File: src/rtl/uart_tx_sched.sv
// Two-requester UART transmit scheduler: round-robin grant, baud switch with settle
// delay, then an 8N1/8N2 frame clocked by the baud generator's bit tick.
module uart_tx_sched #(
    parameter int SETTLE_TICKS = 2,
    parameter int STOP_BITS    = 1
) (
    input  logic       clk_in,
    input  logic       rst,
    input  logic       tx_clk,
    input  logic       req0_valid,
    input  logic       req1_valid,
    input  logic [7:0] req0_data,
    input  logic [7:0] req1_data,
    input  logic [1:0] req0_baud,
    input  logic [1:0] req1_baud,
    output logic       req0_ack,
    output logic       req1_ack,
    output logic [1:0] baud_sel,
    output logic       tx,
    output logic       busy,
    output logic       grant_id
);

    typedef enum logic [2:0] {
        S_IDLE   = 3'd0,
        S_SETTLE = 3'd1,
        S_ALIGN  = 3'd2,
        S_START  = 3'd3,
        S_DATA   = 3'd4,
        S_STOP   = 3'd5
    } state_t;

    localparam logic [3:0] SETTLE_N = 4'(SETTLE_TICKS);
    localparam logic [1:0] STOP_N   = 2'(STOP_BITS);

    state_t     state_r;
    logic [7:0] data_r;
    logic [3:0] settle_cnt_r;
    logic [2:0] bit_cnt_r;
    logic [1:0] stop_cnt_r;
    logic       last_grant_r;
    logic       tx_r;
    logic       busy_r;
    logic       ack0_r;
    logic       ack1_r;
    logic       grant_id_r;
    logic [1:0] baud_sel_r;

    logic       any_s;
    logic       win_s;
    logic [7:0] win_data_s;
    logic [1:0] win_baud_s;

    // Round-robin arbitration between the two requesters
    always_comb begin
        any_s      = req0_valid | req1_valid;
        win_s      = 1'b0;
        win_data_s = req0_data;
        win_baud_s = req0_baud;
        if (req0_valid && req1_valid) begin
            win_s = ~last_grant_r;
        end else if (req1_valid) begin
            win_s = 1'b1;
        end else begin
            win_s = 1'b0;
        end
        if (win_s) begin
            win_data_s = req1_data;
            win_baud_s = req1_baud;
        end else begin
            win_data_s = req0_data;
            win_baud_s = req0_baud;
        end
    end

    // Frame sequencer; the grant cycle deliberately ignores tx_clk
    always_ff @(posedge clk_in) begin
        if (!rst) begin
            state_r      <= S_IDLE;
            data_r       <= 8'd0;
            settle_cnt_r <= 4'd0;
            bit_cnt_r    <= 3'd0;
            stop_cnt_r   <= 2'd0;
            last_grant_r <= 1'b1;
            tx_r         <= 1'b1;
            busy_r       <= 1'b0;
            ack0_r       <= 1'b0;
            ack1_r       <= 1'b0;
            grant_id_r   <= 1'b0;
            baud_sel_r   <= 2'd1;
        end else begin
            ack0_r <= 1'b0;
            ack1_r <= 1'b0;
            case (state_r)
                S_IDLE: begin
                    if (any_s) begin
                        grant_id_r   <= win_s;
                        last_grant_r <= win_s;
                        data_r       <= win_data_s;
                        ack0_r       <= ~win_s;
                        ack1_r       <= win_s;
                        busy_r       <= 1'b1;
                        settle_cnt_r <= 4'd0;
                        if (win_baud_s != baud_sel_r) begin
                            baud_sel_r <= win_baud_s;
                            if (SETTLE_N == 4'd0) begin
                                state_r <= S_ALIGN;
                            end else begin
                                state_r <= S_SETTLE;
                            end
                        end else begin
                            state_r <= S_ALIGN;
                        end
                    end
                end
                S_SETTLE: begin
                    if (tx_clk) begin
                        if (settle_cnt_r + 4'd1 == SETTLE_N) begin
                            state_r <= S_ALIGN;
                        end else begin
                            settle_cnt_r <= settle_cnt_r + 4'd1;
                        end
                    end
                end
                S_ALIGN: begin
                    if (tx_clk) begin
                        tx_r    <= 1'b0;
                        state_r <= S_START;
                    end
                end
                S_START: begin
                    if (tx_clk) begin
                        tx_r      <= data_r[0];
                        bit_cnt_r <= 3'd0;
                        state_r   <= S_DATA;
                    end
                end
                S_DATA: begin
                    if (tx_clk) begin
                        if (bit_cnt_r == 3'd7) begin
                            tx_r       <= 1'b1;
                            stop_cnt_r <= 2'd0;
                            state_r    <= S_STOP;
                        end else begin
                            tx_r      <= data_r[bit_cnt_r + 3'd1];
                            bit_cnt_r <= bit_cnt_r + 3'd1;
                        end
                    end
                end
                S_STOP: begin
                    if (tx_clk) begin
                        if (stop_cnt_r + 2'd1 == STOP_N) begin
                            state_r <= S_IDLE;
                            busy_r  <= 1'b0;
                        end else begin
                            stop_cnt_r <= stop_cnt_r + 2'd1;
                        end
                    end
                end
                default: begin
                    state_r <= S_IDLE;
                    tx_r    <= 1'b1;
                    busy_r  <= 1'b0;
                end
            endcase
        end
    end

    assign req0_ack = ack0_r;
    assign req1_ack = ack1_r;
    assign baud_sel = baud_sel_r;
    assign tx       = tx_r;
    assign busy     = busy_r;
    assign grant_id = grant_id_r;

endmodule

File: config.mk
export PLATFORM = sky130hd
export DESIGN_NAME = uart_tx_sched
export DESIGN_NICKNAME = d
export VERILOG_FILES = /design/src/rtl/uart_tx_sched.sv
export SDC_FILE = /design/constraint.sdc
export NUM_CORES = 1
export LEC_CHECK = 0
export CAP_MARGIN = 0
export CORE_MARGIN = 2
export CORE_UTILIZATION = 50
export CTS_CLUSTER_DIAMETER = 40
export DETAILED_ROUTE_END_ITERATION = 12
export PLACE_DENSITY = 0.78
export SYNTH_ARGS = -nofsm -noshare
export SYNTH_HDL_FRONTEND = slang
export SYNTH_SLANG_ARGS = --single-unit
export TNS_END_PERCENT = 50
File: constraint.sdc
create_clock -name clk_in -period 2.45 [get_ports clk_in]
set_input_delay 0.3675 -clock clk_in [delete_from_list [all_inputs] [get_ports clk_in]]
set_output_delay 0.3675 -clock clk_in [all_outputs]
set_load 0.03 [all_outputs]
==> run_results.csv <==
group,metric,value,unit
setup_path,crit_type,"register to register",
drt,via_count,1491,
setup_path,critPathMaxStageDelay,0.91,ns
layout,area_delta_synth_final,27.6,%
sta,fin_crit_sh,0.866,
power,peakVddDrop,0.000431,V
layout,n_antenna_cell,0,
drt,drt_iter0_drc,88,
layout,final_nets,255,
clocking,clk_pin_slew,0.16,ns
sta,timing.final.ws_setup,0.329,ns
setup_path,path_buf_inv,0,
power,power_density,880,nW/um^2
run_status,outcome,"finished clean",
placed_design,dp.cells,264,
layout,layout_commonest_cell,"clkdlybuf4s50_1",
floorplan,die_w,60.5,um
global_route,grt_pass1_wl,6150,um
setup_path,cp_slowest_cell,"nor2_1",
worst_hold_path,holdPathStages,2,
sta,fin_crit,2.12,ns
layout,layout_common_cells,"clkdlybuf4s50_1 (31), dfxtp_1 (28), nor2_1 (20)",
drt,vias_per_cell,5.56,
logic_synthesis,synth-edff-count,0,
layout,drive_gt1_frac,0.0893,
sta,rsz0062_at_grt,"false",
layout,layout.cells.non_filler,268,
power,combPwrFrac,0.472,
placed_design,numPortBuffers,31,
power,p_sw,681,uW
placed_design,place_congestion,0.809,
setup_path,arrival,2.38,ns
clocking,tritoncts,"built",
clocking,clock_sinks,28,
floorplan,start_util,0.522,
power,power.share.sequential,0.356,
setup_path,crit_family,"simple AND/OR/NAND/NOR gates",
global_route,grt_max_degree,22,
logic_synthesis,ys_ff_latch,28,
setup_path,rr_endpoint,"baud_sel[1]",
sta,slew_headroom,0.223,
drt,drc,0,
worst_hold_path,min-delay-start,"stop_cnt_r[1]",
sta,finalSetupViolCount,0,
clocking,clk_latency,0.34,ns
clocking,ctsResizeCount,0,
layout,final_core_util,0.666,
clocking,htreeDepth,1,
logic_synthesis,syn_nets,222,
drt,finalWirelength,3650,um
setup_path,crit_path_max_fanout,21,
logic_synthesis,yosys_most_used_dff,"dfxtp_1",
floorplan,pin_count,32,
sta,tns,0,ns
logic_synthesis,yosysUniqueCellTypes,43,
clocking,numCtsBuffers,3,
worst_hold_path,hp-class,"register to register",
clocking,ctsRootBufferMaster,"clkbuf_4",
floorplan,die_area,3660,sq um
setup_path,ff2ff_path_depth,4,
placed_design,dp_slack,0.105,ns
logic_synthesis,synthCells,192,
clocking,cts_hold_buffers,0,
global_route,gr-total-overflow,0,
worst_hold_path,hold_path_end,"stop_cnt_r[1]",
power,p_leak,0.000773,uW
sta,fmax,0.471,GHz
flow_run,maxCapViolCount,0,
floorplan,die_h,60.5,um
logic_synthesis,yosysWarningCount,0,
global_route,grt_usage,0.221,
sta,finalMaxSlewViolations,0,
sta,finalHoldViolations,0,
sta,fin_skew,0.00679,ns
power,p_clk_frac,0.172,
setup_path,endpoint_kind,"register",
setup_path,crit_path_start,"state_r[1]",
setup_path,r2r-start,"state_r[1]",
power,swShare,0.381,
setup_path,cpMostUsedCell,"nor2_1",
drt,ant_nets,0,
logic_synthesis,yosysSeqAreaShare,0.352,
setup_path,required,2.71,ns
placed_design,hpwlAfterDp,2840,um
setup_path,crit_chain,"or3_1 -> nor2_1 -> nor2_1 -> a211oi_1",
clocking,cts_buffer_depth,2,
drt,first_pass_iters,4,
drt,wl_per_cell,13.6,um
global_route,grt_pass1_vias,1449,
logic_synthesis,async_flop_share,0,
power,p_int,1110,uW
logic_synthesis,syn_area_per_cell,8.30,sq um
setup_path,worstSetupStartpointType,"register",
placed_design,placed_area,1980,sq um
floorplan,core,3050,sq um
sta,tightest_slew,1.16,ns
setup_path,rrSetupSlack,0.33,ns
logic_synthesis,mappedNetlistArea,1590,sq um
clocking,post_cts_buffers,0,
layout,design_area,2030,sq um
global_route,antenna_found_initial,0,
floorplan,rows,20,
## cell usage after synthesis, drive strengths merged, types with 3 or more instances
master / number / area share
a211oi: 12 / 0.057
a21boi: 3 / 0.016
a21oi: 10 / 0.031
and3: 3 / 0.012
buf: 3 / 0.0094
clkbuf: 10 / 0.024
dfxtp: 28 / 0.35
ha: 5 / 0.039
inv: 9 / 0.021
mux2i: 12 / 0.075
nand2: 16 / 0.038
nand2b: 4 / 0.016
nand3: 3 / 0.0094
nor2: 20 / 0.047
nor2b: 5 / 0.020
nor3: 3 / 0.0094
nor4: 3 / 0.012
o21ai: 8 / 0.025
or3: 5 / 0.020
## logic make-up (layout without fill, tap and decap cells)
logic type | count (synthesis) | count (layout) | synth area share
simple gates | 71 | 71 | 0.224
compound gates | 49 | 49 | 0.210
flops | 28 | 28 | 0.352
buf+inv | 22 | 54 | 0.0542
mux | 14 | 14 | 0.104
fa+ha+maj | 5 | 5 | 0.0392
xor+xnor | 3 | 3 | 0.0165
## cell type report
class                   count  area [sq um]
flip-flops and latches     28           561
fillers                   274          1020
clock buffers               3          22.5
clock inverters             1          30.0
repair buffers             41           385
multi-input cells         142           947
well taps                  44          55.1
inverters                   9          33.8
## worst register-to-register path: stages (launching register included)
cell	delay, ns
dfxtp_1	0.34
or3_1	0.44
nor2_1	0.91
nor2_1	0.08
a211oi_1	0.27
## how the worst max path moves through the flow
stage          cells past startpoint     endpoint
3_5_place_dp                       6    data_r[2]
6_report                           4  baud_sel[1]
5_1_grt                            4    data_r[6]
3_3_place_gp                       6   state_r[0]
4_1_cts                            4    data_r[2]
2_1_floorplan                      6           tx
## flip-flops by register name, indices dropped and copies added, names as in the netlist
name,cells
stop_cnt_r,2
req1_ack,1
tx,1
grant_id,1
state_r,3
busy,1
settle_cnt_r,4
last_grant_r,1
data_r,8
bit_cnt_r,3
req0_ack,1
baud_sel,2
## per-layer routing
layer,up-vias,global-route usage,wire length (um)
met1,692,0.266,1560
met2,38,0.411,1910
met5,-,0,0
li1,757,-,-
met3,4,0.0320,144
met4,0,0.0559,25
## per-stage QoR
stage          hold WS (ns)  total power (uW)
3_3_place_gp          0.438              1460
5_1_grt               0.515              1920
6_report              0.483              1790
2_1_floorplan         0.432              1240
3_5_place_dp          0.463              1490
4_1_cts               0.482              1790
## power groups by stage
stage	sequential, uW	combinational [uW]	clock, uW
6_report	637	845	308
3_3_place_gp	641	816	0
3_5_place_dp	647	838	0
2_1_floorplan	689	550	0
4_1_cts	637	843	312
5_1_grt	653	930	333
Note: power is estimated with default switching activity, not from simulation.
==> edit (config.mk and constraints unchanged) <==
Re-encode `state_t` (6 states) as one-hot, 6 bits wide.
--- a/src/rtl/uart_tx_sched.sv
+++ b/src/rtl/uart_tx_sched.sv
@@ -23,9 +23,9 @@
 
-    typedef enum logic [2:0] {
-        S_IDLE   = 3'd0,
-        S_SETTLE = 3'd1,
-        S_ALIGN  = 3'd2,
-        S_START  = 3'd3,
-        S_DATA   = 3'd4,
-        S_STOP   = 3'd5
+    typedef enum logic [5:0] {
+        S_IDLE   = 6'b000001,
+        S_SETTLE = 6'b000010,
+        S_ALIGN  = 6'b000100,
+        S_START  = 6'b001000,
+        S_DATA   = 6'b010000,
+        S_STOP   = 6'b100000
     } state_t;
Function: same outputs for any inputs over 10 cycles, from zero or initial values and one cycle with rst low; not proved beyond that.
==> edit against the unedited design <==
  * Critical path depth is 2 higher
  * Clock skew grew 0.010 ns
  * Worst setup slack gained 0.066 ns
  * Sequential cell count grew 3
  * Power up 11%
  * Cell count rose by 1.9%
  * Fmax is 3.2% higher
  * Routed wire length increased by 9.4%
  * Synthesized area is 9.3% higher
  * Cell area grew 6.6%
  * Global-route usage fell by 0.086 points
  * Critical path type unchanged
  * Largest cell class unchanged
  * Highest routed layer unchanged
==> edit: results (changes against the unedited design) <==
worst slew pin tran = 0.4963 ns (-0.6651 ns)
Hold Slack = 0.4672 ns (-0.01600 ns)
largest cells by area after synthesis = dfxtp_1 (36%), mux2i_1 (9.8%), nor2_1 (5.6%)
routability congestion estimate = 0.8788 (+8.6%)
part of the Yosys area used for sequential elements = 35.61% (+0.44 points)
met2 usage = 40.43% (-0.72 points)
flop2flop setup slack = 0.39 ns (+0.07 ns)
total CTS buffers = 5 (+2)
Crit path max-delay family = multiplexers
grt met3 use = 4.865% (+1.7 points)
Worst Hold End = grant_id
WL/cell = 14.61 microns (+7.4%)
DP HPWL = 3136 microns (+10%)
Nets = 256 (+0.39%)
critical path arrival = 2.30 ns (-0.08 ns)
1st-iter DRT viols = 70 (-20%)
fillers = 291 (+6.2%)
RR Endpoint = tx
Final Hold Vio Count = 0 (unchanged)
Total GRT Usage = 21.99% (-0.086 points)
global-route wire length before repair = 6865 microns (+12%)
CTS clk-pin slew, worst paths = 0.11 ns (-0.05 ns)
Unique masters post-synth = 55 (+28%)
diodes inserted = 0 (unchanged)
met2 WL post-DR = 2037 microns (+6.6%)
fraction of layout cells with a size suffix above 1 = 11.01% (+2.1 points)
mux cell area share after synthesis = 12.99% (+2.6 points)
commonest cells in the netlist = dfxtp_1 (31), nor2_1 (26), mux2i_1 (17)
met1 Use GR = 24.75% (-1.9 points)
status = finished clean
WL met1 = 1679 microns (+7.4%)
Max IR drop VDD = 0.0007246 V (+68%)
vias in the first global route = 1,573 (+8.6%)
CP max stage cell = mux4_2
total setup buffers inserted after CTS = 0 (unchanged)
Post-Syn Nets = 223 (+0.45%)
worst r2r path cells = 6 (+2)
H-tree depth = 2 (+1)
crit path max fanout = 3 (-86%)
routed vias/inst = 5.703 (+2.5%)
drt total wl = 3988 microns (+9.4%)
placed insts = 265 (+0.38%)
Clock Skew = 0.01711 ns (+0.01032 ns)
Residual DRC = 0 (unchanged)
Synth Area in Compound Gates = 15.22% (-5.8 points)
largest registers = data_r: 8 flops, state_r: 6 flops, settle_cnt_r: 4 flops
Leak = 0.8359 nW (+8.1%)
Hold Crit Start = grant_id
Post-Synth XOR/XNOR Area = 1.508% (-0.14 points)
DR WL met3 = 208 microns (+44%)
critical path's largest stage delay = 0.50 ns (-0.41 ns)
Synth Area in Adders = 3.589% (-0.34 points)
edit: cell types whose count changed in the layout (fill, tap and decap cells not counted), sizes merged, moves of 5 or more:
cell	change
mux2i	+5
nand3	+5
nor2	+6
a21oi	-5
edit: worst max-delay path by stage:
| stage | start | to | cells past startpoint |
|---|---|---|---|
| 5_1_grt | bit_cnt_r[1] | tx | 6 |
| 3_5_place_dp | req1_valid | state_r[2] | 6 |
| 3_3_place_gp | req1_valid | state_r[2] | 6 |
| 4_1_cts | bit_cnt_r[0] | tx | 6 |
| 6_report | bit_cnt_r[0] | tx | 6 |
| 2_1_floorplan | bit_cnt_r[0] | tx | 6 |
edit: kinds of logic after synthesis:
group,count (synthesis)
and+or+nand+nor,80
buffers and inverters,18
AOI/OAI and AO/OA,36
adders and majority gates,5
DFF,31
xor gates and xnor gates,3
muxes,20
edit: where the power goes:
part	switching (mW)	internal, mW
registers	0.111	0.631
clock network	0.184	0.168
logic	0.486	0.409
edit: layout make-up:
| cell class | count | area (sq um) | area share, % |
|---|---|---|---|
| Multi-Input combinational cell | 144 | 1037 | 47.81 |
| Sequential cell | 31 | 620.6 | 28.60 |
| Timing Repair Buffer | 37 | 355.3 | 16.38 |
| Clock buffer | 7 | 65.06 | 2.999 |
| Tap cell | 46 | 57.56 | 2.653 |
| Inverter | 7 | 26.28 | 1.211 |
| Clock inverter | 1 | 7.507 | 0.3460 |
edit: stage by stage:
step / util [%] / area, sq um / worst slack (ns)
3_5_place_dp: 62.84 / 2097 / 0.1721
3_3_place_gp: 62.84 / 2097 / 0.2536
5_1_grt: 65.02 / 2170 / 0.2629
4_1_cts: 65.02 / 2170 / 0.3566
2_1_floorplan: - / 1743 / 0.5649
6_report: 65.02 / 2170 / 0.3944
